## src/rtl/vga_layer_compositor.sv

```systemverilog
`default_nettype none
// ============================================================================
// Module   : vga_layer_compositor
// Purpose  : VGA timing generator with an N-layer priority window compositor
//            and a fixed two-clock pixel pipeline. Optional frame-boundary
//            shadowing of window bounds/enables via VGA_SHADOW_LATCH_EN.
// Revision : 1.0 - initial release
// ============================================================================
module vga_layer_compositor #(
  parameter int H_ACTIVE   = 800,
  parameter int H_FP       = 56,
  parameter int H_SYNC     = 120,
  parameter int H_BP       = 64,
  parameter int V_ACTIVE   = 600,
  parameter int V_FP       = 37,
  parameter int V_SYNC     = 6,
  parameter int V_BP       = 23,
  parameter bit HS_POL     = 1'b0,
  parameter bit VS_POL     = 1'b0,
  parameter int NUM_LAYERS = 3,
  parameter int COORD_W    = 12,
  parameter int COLOR_W    = 1
) (
  input  logic                              clk,
  input  logic                              rst,
  input  logic [NUM_LAYERS*COORD_W-1:0]     win_x0_i,
  input  logic [NUM_LAYERS*COORD_W-1:0]     win_x1_i,
  input  logic [NUM_LAYERS*COORD_W-1:0]     win_y0_i,
  input  logic [NUM_LAYERS*COORD_W-1:0]     win_y1_i,
  input  logic [NUM_LAYERS-1:0]             layer_en_i,
  input  logic [NUM_LAYERS-1:0]             layer_mask_i,
  input  logic [NUM_LAYERS*3*COLOR_W-1:0]   layer_rgb_i,
  input  logic [3*COLOR_W-1:0]              bg_rgb_i,
  output logic [COORD_W-1:0]                pix_x_o,
  output logic [COORD_W-1:0]                pix_y_o,
  output logic                              frame_start_o,
  output logic                              line_start_o,
  output logic [COLOR_W-1:0]                vga_r_o,
  output logic [COLOR_W-1:0]                vga_g_o,
  output logic [COLOR_W-1:0]                vga_b_o,
  output logic                              vga_hs_o,
  output logic                              vga_vs_o
);

  localparam int H_TOTAL = H_ACTIVE + H_FP + H_SYNC + H_BP;
  localparam int V_TOTAL = V_ACTIVE + V_FP + V_SYNC + V_BP;

  localparam logic [COORD_W-1:0] H_LAST     = COORD_W'(H_TOTAL - 1);
  localparam logic [COORD_W-1:0] V_LAST     = COORD_W'(V_TOTAL - 1);
  localparam logic [COORD_W-1:0] H_ACT_END  = COORD_W'(H_ACTIVE);
  localparam logic [COORD_W-1:0] V_ACT_END  = COORD_W'(V_ACTIVE);
  localparam logic [COORD_W-1:0] HS_FIRST   = COORD_W'(H_ACTIVE + H_FP);
  localparam logic [COORD_W-1:0] HS_LAST    = COORD_W'(H_ACTIVE + H_FP + H_SYNC - 1);
  localparam logic [COORD_W-1:0] VS_FIRST   = COORD_W'(V_ACTIVE + V_FP);
  localparam logic [COORD_W-1:0] VS_LAST    = COORD_W'(V_ACTIVE + V_FP + V_SYNC - 1);
  localparam logic [COORD_W-1:0] COORD_ONE  = COORD_W'(1);

  // Stage 0: raster counters
  logic [COORD_W-1:0] h_q, h_d;
  logic [COORD_W-1:0] v_q, v_d;
  logic               h_wrap;

  always_comb begin
    h_wrap = (h_q == H_LAST);
    h_d    = h_wrap ? '0 : h_q + COORD_ONE;
    v_d    = v_q;
    if (h_wrap) begin
      v_d = (v_q == V_LAST) ? '0 : v_q + COORD_ONE;
    end
  end

  always_ff @(posedge clk or negedge rst) begin
    if (!rst) begin
      h_q <= '0;
      v_q <= '0;
    end else begin
      h_q <= h_d;
      v_q <= v_d;
    end
  end

  assign pix_x_o = h_q;
  assign pix_y_o = v_q;

  // Window bounds and enables seen by stage 1
  logic [NUM_LAYERS*COORD_W-1:0] x0_s, x1_s, y0_s, y1_s;
  logic [NUM_LAYERS-1:0]         en_s;

`ifdef VGA_SHADOW_LATCH_EN
  logic [NUM_LAYERS*COORD_W-1:0] x0_sh_q, x1_sh_q, y0_sh_q, y1_sh_q;
  logic [NUM_LAYERS-1:0]         en_sh_q;
  logic                          frame_last;

  assign frame_last = h_wrap && (v_q == V_LAST);

  // Copy on the last clock of a frame so a whole frame uses one set of windows
  always_ff @(posedge clk or negedge rst) begin
    if (!rst) begin
      x0_sh_q <= '0;
      x1_sh_q <= '0;
      y0_sh_q <= '0;
      y1_sh_q <= '0;
      en_sh_q <= '0;
    end else if (frame_last) begin
      x0_sh_q <= win_x0_i;
      x1_sh_q <= win_x1_i;
      y0_sh_q <= win_y0_i;
      y1_sh_q <= win_y1_i;
      en_sh_q <= layer_en_i;
    end
  end

  assign x0_s = x0_sh_q;
  assign x1_s = x1_sh_q;
  assign y0_s = y0_sh_q;
  assign y1_s = y1_sh_q;
  assign en_s = en_sh_q;
`else
  assign x0_s = win_x0_i;
  assign x1_s = win_x1_i;
  assign y0_s = win_y0_i;
  assign y1_s = win_y1_i;
  assign en_s = layer_en_i;
`endif

  // An inverted window (x0 > x1 or y0 > y1) can never satisfy both bounds
  logic [NUM_LAYERS-1:0] hit_d;

  for (genvar gi = 0; gi < NUM_LAYERS; gi++) begin : g_hit
    logic [COORD_W-1:0] wx0, wx1, wy0, wy1;
    assign wx0 = x0_s[gi*COORD_W +: COORD_W];
    assign wx1 = x1_s[gi*COORD_W +: COORD_W];
    assign wy0 = y0_s[gi*COORD_W +: COORD_W];
    assign wy1 = y1_s[gi*COORD_W +: COORD_W];
    assign hit_d[gi] = en_s[gi] && (wx0 <= h_q) && (h_q <= wx1) &&
                       (wy0 <= v_q) && (v_q <= wy1);
  end

  // Stage 1 registers
  logic [NUM_LAYERS-1:0] hit1_q;
  logic                  active1_q;
  logic                  hs1_q;
  logic                  vs1_q;
  logic                  frame_start_q;
  logic                  line_start_q;

  always_ff @(posedge clk or negedge rst) begin
    if (!rst) begin
      hit1_q        <= '0;
      active1_q     <= 1'b0;
      hs1_q         <= 1'b0;
      vs1_q         <= 1'b0;
      frame_start_q <= 1'b0;
      line_start_q  <= 1'b0;
    end else begin
      hit1_q        <= hit_d;
      active1_q     <= (h_q < H_ACT_END) && (v_q < V_ACT_END);
      hs1_q         <= (h_q >= HS_FIRST) && (h_q <= HS_LAST);
      vs1_q         <= (v_q >= VS_FIRST) && (v_q <= VS_LAST);
      frame_start_q <= (h_q == '0) && (v_q == '0);
      line_start_q  <= (h_q == '0);
    end
  end

  assign frame_start_o = frame_start_q;
  assign line_start_o  = line_start_q;

  // Stage 2: lowest-index opaque layer wins; blanking overrides everything
  logic [NUM_LAYERS-1:0]  opaque;
  logic [3*COLOR_W-1:0]   rgb_d;

  always_comb begin
    opaque = hit1_q & layer_mask_i;
    rgb_d  = bg_rgb_i;
    for (int i = NUM_LAYERS - 1; i >= 0; i--) begin
      if (opaque[i]) begin
        rgb_d = layer_rgb_i[i*3*COLOR_W +: 3*COLOR_W];
      end
    end
    if (!active1_q) begin
      rgb_d = '0;
    end
  end

  logic [3*COLOR_W-1:0] rgb2_q;
  logic                 hs2_q;
  logic                 vs2_q;

  always_ff @(posedge clk or negedge rst) begin
    if (!rst) begin
      rgb2_q <= '0;
      hs2_q  <= 1'b0;
      vs2_q  <= 1'b0;
    end else begin
      rgb2_q <= rgb_d;
      hs2_q  <= hs1_q;
      vs2_q  <= vs1_q;
    end
  end

  assign vga_r_o  = rgb2_q[3*COLOR_W-1 -: COLOR_W];
  assign vga_g_o  = rgb2_q[2*COLOR_W-1 -: COLOR_W];
  assign vga_b_o  = rgb2_q[COLOR_W-1:0];
  assign vga_hs_o = hs2_q ~^ HS_POL;
  assign vga_vs_o = vs2_q ~^ VS_POL;

endmodule
`default_nettype wire
```

## config.mk

```make
export PLATFORM = sky130hd
export DESIGN_NAME = vga_layer_compositor
export DESIGN_NICKNAME = d
export VERILOG_FILES = /design/src/rtl/vga_layer_compositor.sv
export SDC_FILE = /design/constraint.sdc
export NUM_CORES = 1
export LEC_CHECK = 0
export ABC_AREA = 0
export BUFFER_PORTS_ARGS = -buffer_cell sky130_fd_sc_hd__buf_2
export CAP_MARGIN = 5
export CELL_PAD_IN_SITES_DETAIL_PLACEMENT = 1
export CELL_PAD_IN_SITES_GLOBAL_PLACEMENT = 2
export CORE_ASPECT_RATIO = 0.9
export CORE_UTILIZATION = 31
export CTS_CLUSTER_SIZE = 16
export DETAILED_ROUTE_END_ITERATION = 8
export HOLD_SLACK_MARGIN = 0.1
export PLACE_DENSITY_LB_ADDON = 0.1
export SETUP_SLACK_MARGIN = 0.05
export SLEW_MARGIN = 15
export SYNTH_ARGS = -nofsm -noshare
export SYNTH_HDL_FRONTEND = slang
export SYNTH_SLANG_ARGS = --single-unit
```

## constraint.sdc

```tcl
create_clock -name clk -period 4.45 [get_ports clk]
set_input_delay 0.89 -clock clk [delete_from_list [all_inputs] [get_ports clk]]
set_output_delay 0.89 -clock clk [all_outputs]
set_load 0.02 [all_outputs]
```

Word level (Yosys, flattened, before mapping)
Index checks and enable logic that the tools add are counted.

Bits in registers: 37. Bits of input ports: 164. Word-level logic and storage cells: 60.

Add/sub/neg operators: 2. Order comparisons: 18. Equality and inequality tests: 2. Muxes and demuxes: 6. Bitwise logic cells: 3. Reductions and logical operators: 18.

Operator list (number): $le A12 B12 Y1 (12); $add A12 B1 Y12 const B (2); $ge A12 B10 Y1 const B (2); $le A12 B10 Y1 const B (2); $logic_not A12 Y1 (2); $lt A12 B10 Y1 const B (2); $mux W12 (2); $logic_and A1 B1 Y1 (16); $eq A12 B10 Y1 const B (1); $eq A12 B11 Y1 const B (1); $mux W3 (4); $and A3 B3 Y3 (1); $not A1 Y1 (2).

Logic depth before layout (Yosys ltp)
Gate-level depths: netlist of run 1.

Word-level depth: 5. Depth in mapped cells: 9.

Least setup slack after synthesis of run 1
OpenSTA, ideal clock, no wires.

Path kind: register to register. Start point: reg h_q[10] (netlist: pix_x_o[10]). End point: reg hit1_q[0]. Setup time: 125 ps. Data arrival time: 2325 ps. Slack: 2000 ps. Cell stages (with the launch flop): 9. Buffers on the path: 1. Clock period less this slack: 2450 ps. Path through: dfrtp_1 clkdlybuf4s50_2 inv_1 ha_1 a21oi_1 nand2_1 a2111oi_0 nor2_1 a2111oi_0.

Word-level cells in the longest chain between the ends: 5.

RTL lines: start: declaration (RTL line 59) `logic [COORD_W-1:0] h_q, h_d;`; start signal: assignment (RTL line 74) `h_q <= '0;`; start signal: assignment (RTL line 77) `h_q <= h_d;`; $le A12 B12 Y1 (RTL line 135) `assign hit_d[gi] = en_s[gi] && (wx0 <= h_q) && (h_q <= wx1) &&`; $logic_and A1 B1 Y1 (RTL line 135); $logic_and A1 B1 Y1 * (2 in series) (RTL line 135); $logic_and A1 B1 Y1 * (RTL line 136) `(wy0 <= v_q) && (v_q <= wy1);`; net hit_d[0] (RTL line 127) `logic [NUM_LAYERS-1:0] hit_d;`; end signal: assignment (RTL line 156) `hit1_q <= hit_d;`; end: declaration (RTL line 140) `logic [NUM_LAYERS-1:0] hit1_q;`.

The timed path passes the listed nets; every way through them passes the cells marked *. A chain may end at the register's enable or synchronous reset.

Worst setup path in the final report of run 1
Start point: reg v_q[7] (netlist: pix_y_o[7]). End point: reg hit1_q[2].

Word-level cells in the longest chain between the ends: 3.

RTL lines: start: declaration (RTL line 60) `logic [COORD_W-1:0] v_q, v_d;`; start signal: assignment (RTL line 78) `v_q <= v_d;`; $le A12 B12 Y1 (RTL line 136); $logic_and A1 B1 Y1 (RTL line 135); $logic_and A1 B1 Y1 * (RTL line 136); net hit_d[2] (RTL line 127).

Marks and branches as above.

==> results of run 1 <==
## logic make-up after synthesis
family	count (synthesis)	share of synthesized area [%]
and+or+nand+nor	179	18.48
adders and majority gates	150	36.05
AOI/OAI and AO/OA	135	16.58
buffers and inverters	107	8.147
DFF	37	17.78
xor gates and xnor gates	13	2.187
muxes	4	0.7691
## per-layer routing
| layer | track usage, % | vias to the layer above | share of wire (%) | routed length [µm] |
|---|---|---|---|---|
| met3 | 3.945 | 24 | 5.8 | 1073 |
| met4 | 6.609 | 0 | 2.3 | 425 |
| met2 | 39.38 | 145 | 47 | 8619 |
| met1 | 27.63 | 2581 | 45 | 8338 |
| met5 | 0 | - | 0 | 0 |
| li1 | - | 2677 | - | - |
## placed cells by master, fill, tap and decap left out, types with 2 or more instances in the layout
cell       instances
inv_1            103
o211ai_1           7
a31oi_1            4
nor2_1            26
o21ai_1            6
a221o_1            3
ha_1             150
and4_1             3
a21oi_1           51
nor4_1             6
nand2_1           43
o31ai_1            3
o21ai_0           16
a21boi_0           2
nor4_4             2
o22ai_1            2
dfrtp_1           37
nand4_1           35
xnor2_1           12
mux2i_1            4
nor2b_1           13
buf_2            194
and3_1             6
nand2b_1           2
clkbuf_16          5
nor3_1            11
a2111oi_0          9
nand3_1           24
a211oi_1          11
a21o_1            11
a221oi_1           3
## flip-flops by register name (all words and copies together) (netlist names)
register and count:
hs2_q 1, line_start_o 1, pix_y_o 12, vs2_q 1, pix_x_o 12, rgb2_q 3
active1_q 1, vs1_q 1, hs1_q 1, frame_start_o 1, hit1_q 3
## cell usage after synthesis (2+ instances only)
master     instances  area share (%)
nor4_1             6            0.72
nand4_1           35             4.2
dfrtp_1           37              18
a21boi_0           2            0.29
a2111oi_0          9             1.5
o21ai_0           16             1.5
a21oi_1           51             4.9
a221o_1            3            0.58
ha_1             150              36
mux2i_1            4            0.77
a221oi_1           3            0.50
o22ai_1            2            0.24
and3_1             6            0.72
o21ai_1            6            0.58
and4_1             3            0.50
nor2_1            26             1.9
nand3_1           24             2.3
nor4_4             2            0.82
buf_6              2            0.43
nand2_1           43             3.1
nor3_1            11             1.1
o211ai_1           7             1.0
o31ai_1            3            0.43
nor2b_1           13             1.6
a21o_1            11             1.6
inv_1            103             7.4
a31oi_1            4            0.48
xnor2_1           12             2.0
nand2b_1           2            0.24
a211oi_1          11             1.6
## path summary, 6_finish.rpt
kind	from	to	slack, ns
hold / removal	vs1_q	vs2_q	0.35
setup reg to reg	pix_y_o[7]	hit1_q[2]	1.75
min in group asynchronous	rst	pix_x_o[5]	0.73
setup / recovery	pix_y_o[7]	hit1_q[2]	1.75
max in group asynchronous	rst	pix_y_o[0]	3.16
hold reg to reg	vs1_q	vs2_q	0.35
## critical path, cell delays in order, from the launching register on
cell	delay, ns
dfrtp_1	0.62
inv_1	0.25
ha_1	0.35
and2_0	0.18
a221o_1	0.31
a221o_1	0.35
o22ai_1	0.23
o21a_1	0.18
o2111a_1	0.17
## per-stage QoR
step           hold WS (ns)  utilization [%]  std cells  area, µm²
2_1_floorplan        0.3312                -        625       5206
3_3_place_gp         0.3349            39.27       1022       6399
3_5_place_dp         0.3389            39.27       1022       6399
4_1_cts              0.3528            40.32       1030       6570
5_1_grt              0.3577            40.32       1030       6570
6_report             0.3479            40.32       1030       6570
## final cells by class
cell class / instances / area share [%]
Timing Repair Buffer: 194 / 14.78
Inverter: 103 / 5.885
Tap cell: 207 / 3.942
Sequential cell: 37 / 14.09
Multi-Input combinational cell: 481 / 58.69
Clock inverter: 3 / 0.7046
Clock buffer: 5 / 1.904
## power by group
| group | switching [mW] | internal (mW) | leakage (nW) |
|---|---|---|---|
| registers | 0.00154 | 0.339 | 0.490 |
| clock network | 0.154 | 0.265 | 0.0800 |
| logic | 0.120 | 0.117 | 2.96 |
| total | 0.276 | 0.722 | 3.53 |
==> results.md, run 1 <==
- Synth Net Count: 939
- Clock Tree Buf Depth: 2
- Pre-CTS setup slack: 1.298 ns
- # hold bufs at CTS: 0
- Clock Sinks: 37
- # IOs: 195
- # rows: 44
- CTS Buf Count: 5
- Total power: between 0.9 and 1 mW
- Async set-or-reset flop fraction in the synthesized netlist: 100.0%
- Mapped Cells: roughly 630
- Crit start category: register
- DIE AREA: 0.01732 mm²
- WS Path Type: reg2reg
- DR vias/cell: roughly 5.3
- Slew @ Worst Pin: ~0.90 ns
- Synth-to-Final Area Change: 26.20%
- Final nets: 1136
- Total grt overflow: 0
- Share of cells above drive strength 1: 25.39%
- Buffers added on ports: 194
- Ant diodes: 0
- Clk slew on worst S/H paths: 0.06 ns
- CTS resizes: 0
- CORE AREA: ~0.016 mm²
- Setup bufs post-CTS: 0
- TritonCTS clock tree: yes
- Crit. End Element: register
- Power per cell area: ~150 mW/mm²
- Pleak: between 3 and 4 nW
- Required time worst endpoint: around 4.7 ns
- Die W: 138.6 µm
- Peak VDD IR: 0.1247 mV
- Residual DRC: 14
- Later-pin clock latency in the skew report: 0.29 ns
- WL/cell: approximately 18 µm
- Filler cells: 2045
- Seq/Total Area, Yosys: 17.78%
- Via count: 5427
- Largest net degree at the start of global routing: 38
- Mapped cell area: ~0.0052 mm²
- Status: complete, but fails checks
- Final period util: 60.77%
- Max_cap viols: 0
- Top FF cell, synth: dfrtp_1
- Critical path peak fanout: 13
- Root Driver: clkbuf_16
- Crit path DAT: roughly 3 ns
- Gr usage total: 22.30%
- Min cycle time layout: between 2 and 3 ns
- Post-DP HPWL: 15860 µm
- First-pass GRT wire length: about 30000 µm
- Drt pass-1 iters: 6
- Setup TNS: 0 ns
- Synthesis-stage register bit count: 37
- Post-DRT Antenna Nets: 0
- Synth cell types: 48
- Number of flops mapped to enable cells by yosys: 0
- Antenna violations before repair: 0
- Avg Cell Area, Syn: roughly 8.3 µm²
- Failing checks: DRC
- RSZ-0062 raised after global routing: false
- Slew HR: 40.19%
- Fmax: 0.3698 GHz
- H-tree Lvls: 2
- Worst Skew: 0.004247 ns
- Vias in the first global route: 6159
- Final Hold Viols: 0
- RePlAce Congestion: between 0.8 and 0.9
- Reg area: 925.9 µm²
- Drt initial violations: 124
- Hold path cells: 0
- Reg2reg path depth: 8
- Initial Util: a little under a third
- Total wire length: 18460 µm
- Post-layout worst setup margin: 1.746 ns
- Pins Over Slew Limit: 0
- Yosys warning total: 0
- Multi-input gate area: 0.003856 mm²
- Final setup vio count: 0
- Chip Height: 124.9 µm
- Hold Path Class: reg2reg
Note: power is estimated with default switching activity, not from simulation.
==> inputs of run 2 (changes only) <==
--- a/config.mk
+++ b/config.mk
@@ -11,7 +11,7 @@
 export CELL_PAD_IN_SITES_DETAIL_PLACEMENT = 1
 export CELL_PAD_IN_SITES_GLOBAL_PLACEMENT = 2
 export CORE_ASPECT_RATIO = 0.9
-export CORE_UTILIZATION = 31
+export CORE_UTILIZATION = 28
 export CTS_CLUSTER_SIZE = 16
 export DETAILED_ROUTE_END_ITERATION = 8
 export HOLD_SLACK_MARGIN = 0.1
==> constraint.sdc (replaced) <==
create_clock -name clk -period 2.7 [get_ports clk]
set_input_delay 0.54 -clock clk [delete_from_list [all_inputs] [get_ports clk]]
set_output_delay 0.54 -clock clk [all_outputs]
set_load 0.02 [all_outputs]
==> run 2 against run 1 <==
  * The run now ends clean
  * Sequential share of layout area decreased by 0.46 points
  * Clock skew is essentially flat
  * Maximum frequency grew 10%
  * Critical path depth shrank 1
  * Count of clock-buffer cells in the layout is the same
  * Flip-flop and latch count did not move
  * Routed wire length rose by 4.0%
  * First-iteration DRC count decreased by 25%
  * Non-clock buffer count rose by 26
  * Worst hold slack better by 0.0022 ns
  * Final cell count grew 5.7%
  * Cell area rose by 3.8%
  * Critical path type unchanged
  * Critical endpoint is now hit1_q[0]
  * Largest cell class unchanged
==> results.md, run 2 (synthesis results as in run 1) <==
- RSZ-0062 raised after global routing: false
- Flop pwr share: 34.1% (about the same)
- Buffers added on ports: 194 (unchanged)
- Share of cells above drive strength 1: 28.15% (+2.8 points)
- Initial Util: 29.09% (-2.9 points)
- CTS Buf Count: 5 (unchanged)
- CORE AREA: 0.01790 mm² (+9.8%)
- Met1 GRT Util: 27.68% (+0.051 points)
- Switching power: 0.4561 mW (+65%)
- Largest net degree at the start of global routing: 38 (unchanged)
- Root Driver: clkbuf_16
- Status: finished, final reports clean
- # IOs: 195 (unchanged)
- Via count: 5478 (+0.94%)
- Fmax: 0.4073 GHz (+10%)
- Final setup vio count: 0 (unchanged)
- WHS: 0.3501 ns (+0.002202 ns)
- Total grt overflow: 0 (unchanged)
- Pleak: 3.656 nW (+3.5%)
- Clock Tree Buf Depth: 2 (unchanged)
- P_int: 1.190 mW (+65%)
- Routing usage on met2: 33.84% (-5.5 points)
- Clock Sinks: 37 (unchanged)
- Synth-to-Final Area Change: 30.98%
- Power per cell area: 241.5 mW/mm² (+59%)
- Required time worst endpoint: 2.86 ns (-1.81 ns)
- Chip Height: 131.4 µm (+5.1%)
- Most frequent cells in the layout: 194 x buf_2, 150 x ha_1, 103 x inv_1
- Vias in the first global route: 6068 (-1.5%)
- TritonCTS clock tree: yes
- RePlAce Congestion: 0.8180 (+0.95%)
- Drt initial violations: 93 (-25%)
- Sw frac: 27.70% (+0.057 points)
- Final period util: 90.94% (+30 points)
- DR vias/cell: 5.030 (-4.5%)
- Crit start category: register
- Slew HR: 38.81% (-1.4 points)
- H-tree Lvls: 2 (unchanged)
- WS Path Type: reg2reg
- Worst Skew: 0.004583 ns (+0.0003366 ns)
- Max_cap viols: 0 (unchanged)
- # rows: 46 (+4.5%)
- Commonest non-fill, non-tap cell in the layout: buf_2
- Die W: 145.7 µm (+5.1%)
- Later-pin clock latency in the skew report: 0.29 ns (about the same)
- Hold path cells: 0 (unchanged)
- Peak VDD IR: 0.1746 mV (+40%)
- Post-DP HPWL: 16720 µm (+5.4%)
- Min cycle time layout: 2.455 ns (-0.2487 ns)
- Critical path peak fanout: 8 (-5)
- Pins Over Slew Limit: 0 (unchanged)
- Gr usage total: 20.37% (-1.9 points)
- Crit. End Element: register
- Residual DRC: 0 (-14)
- Reg2reg path depth: 7 (-1)
- Post-DRT Antenna Nets: 0 (unchanged)
- Busiest grt layer: met2
- Final Hold Viols: 0 (unchanged)
- Total wire length: 19190 µm (+4.0%)
- First-pass GRT wire length: 30930 µm (+1.5%)
- Slew @ Worst Pin: 0.9179 ns (+0.02077 ns)
- Clk slew on worst S/H paths: 0.06 ns (about the same)
- GR Util met3: 3.299% (-0.65 points)
- Logic gate share of total power: 24.0% (+0.3 points)
- Crit path DAT: 2.61 ns (-0.32 ns)
- DIE AREA: 0.01914 mm² (+11%)
- WL/cell: 17.62 µm (-1.7%)
- Clock share of power: 41.9% (-0.2 points)
- Final core occ: 38.10% (-2.2 points)
- Final nets: 1162 (+2.3%)
- Ant diodes: 0 (unchanged)
- Drt pass-1 iters: 4 (-2)
- Hold Path Class: reg2reg
- Antenna violations before repair: 2 (+2)
run 2: cell count changes in the layout (fill, tap and decap cells not counted), sizes merged:
cell / previous run / this run
buf: 194 / 220
run 2: per-layer routing:
metal	up-vias	routed length, µm	part of all wire, %
met5	-	10	0.052
met4	2	235	1.2
met3	17	1037	5.4
met2	169	8562	45
met1	2562	9341	49
li1	2728	-	-
run 2: area by class of cell:
cell class	instances	area [µm²]
well taps	240	300.3
fillers	2233	11080
clock buffers	5	125.1
repair buffers	220	1166
flip-flops and latches	37	929.6
multi-input cells	481	3865
inverters	103	386.6
clock inverters	3	46.29
run 2: path summary, 6_finish.rpt:
kind	slack, ns	from	to
min reg2reg	0.35	hs1_q	hs2_q
min in group asynchronous	0.38	rst	rgb2_q[1]
max	0.24	pix_x_o[11]	hit1_q[0]
max reg2reg	0.24	pix_x_o[11]	hit1_q[0]
max in group asynchronous	1.68	rst	pix_x_o[7]
min	0.35	hs1_q	hs2_q
run 2: critical path: stages (launching register included):
cell and delay [ns]:
dfrtp_1 0.59, ha_1 0.34, nand4_1 0.16, a21oi_1 0.08, a2111oi_2 0.39, buf_4 0.17, o22ai_1 0.15, a2111oi_1 0.44
run 2: power by group through the flow:
stage	clock [mW]	sequential, mW	combinational [mW]
final	0.690	0.561	0.395
after global routing	0.729	0.562	0.452
after detailed placement	0	0.571	0.398
after CTS	0.711	0.561	0.401
after global placement	0	0.572	0.373
after floorplan	0	0.576	0.184
run 2: through the flow:
stage / setup WS [ns] / cells / power [mW] / setup TNS (ns) / area [µm²]
after global routing: 0.1096 / 1089 / 1.743 / 0 / 6819
after CTS: 0.06211 / 1089 / 1.673 / 0 / 6810
after floorplan: 0.2498 / 625 / 0.7598 / 0 / 5206
final: 0.2446 / 1089 / 1.647 / 0 / 6819
after global placement: -0.03370 / 1081 / 0.9446 / -0.03370 / 6635
after detailed placement: -0.1504 / 1081 / 0.9698 / -0.1504 / 6635
run 2: timing repair:
item,in CTS,in global routing
hold buffers,0,0
setup endpoints to repair,1,1
gates resized for setup,3,4
buffers inserted,0,0
gates cloned,0,0
hold endpoints to repair,0,0
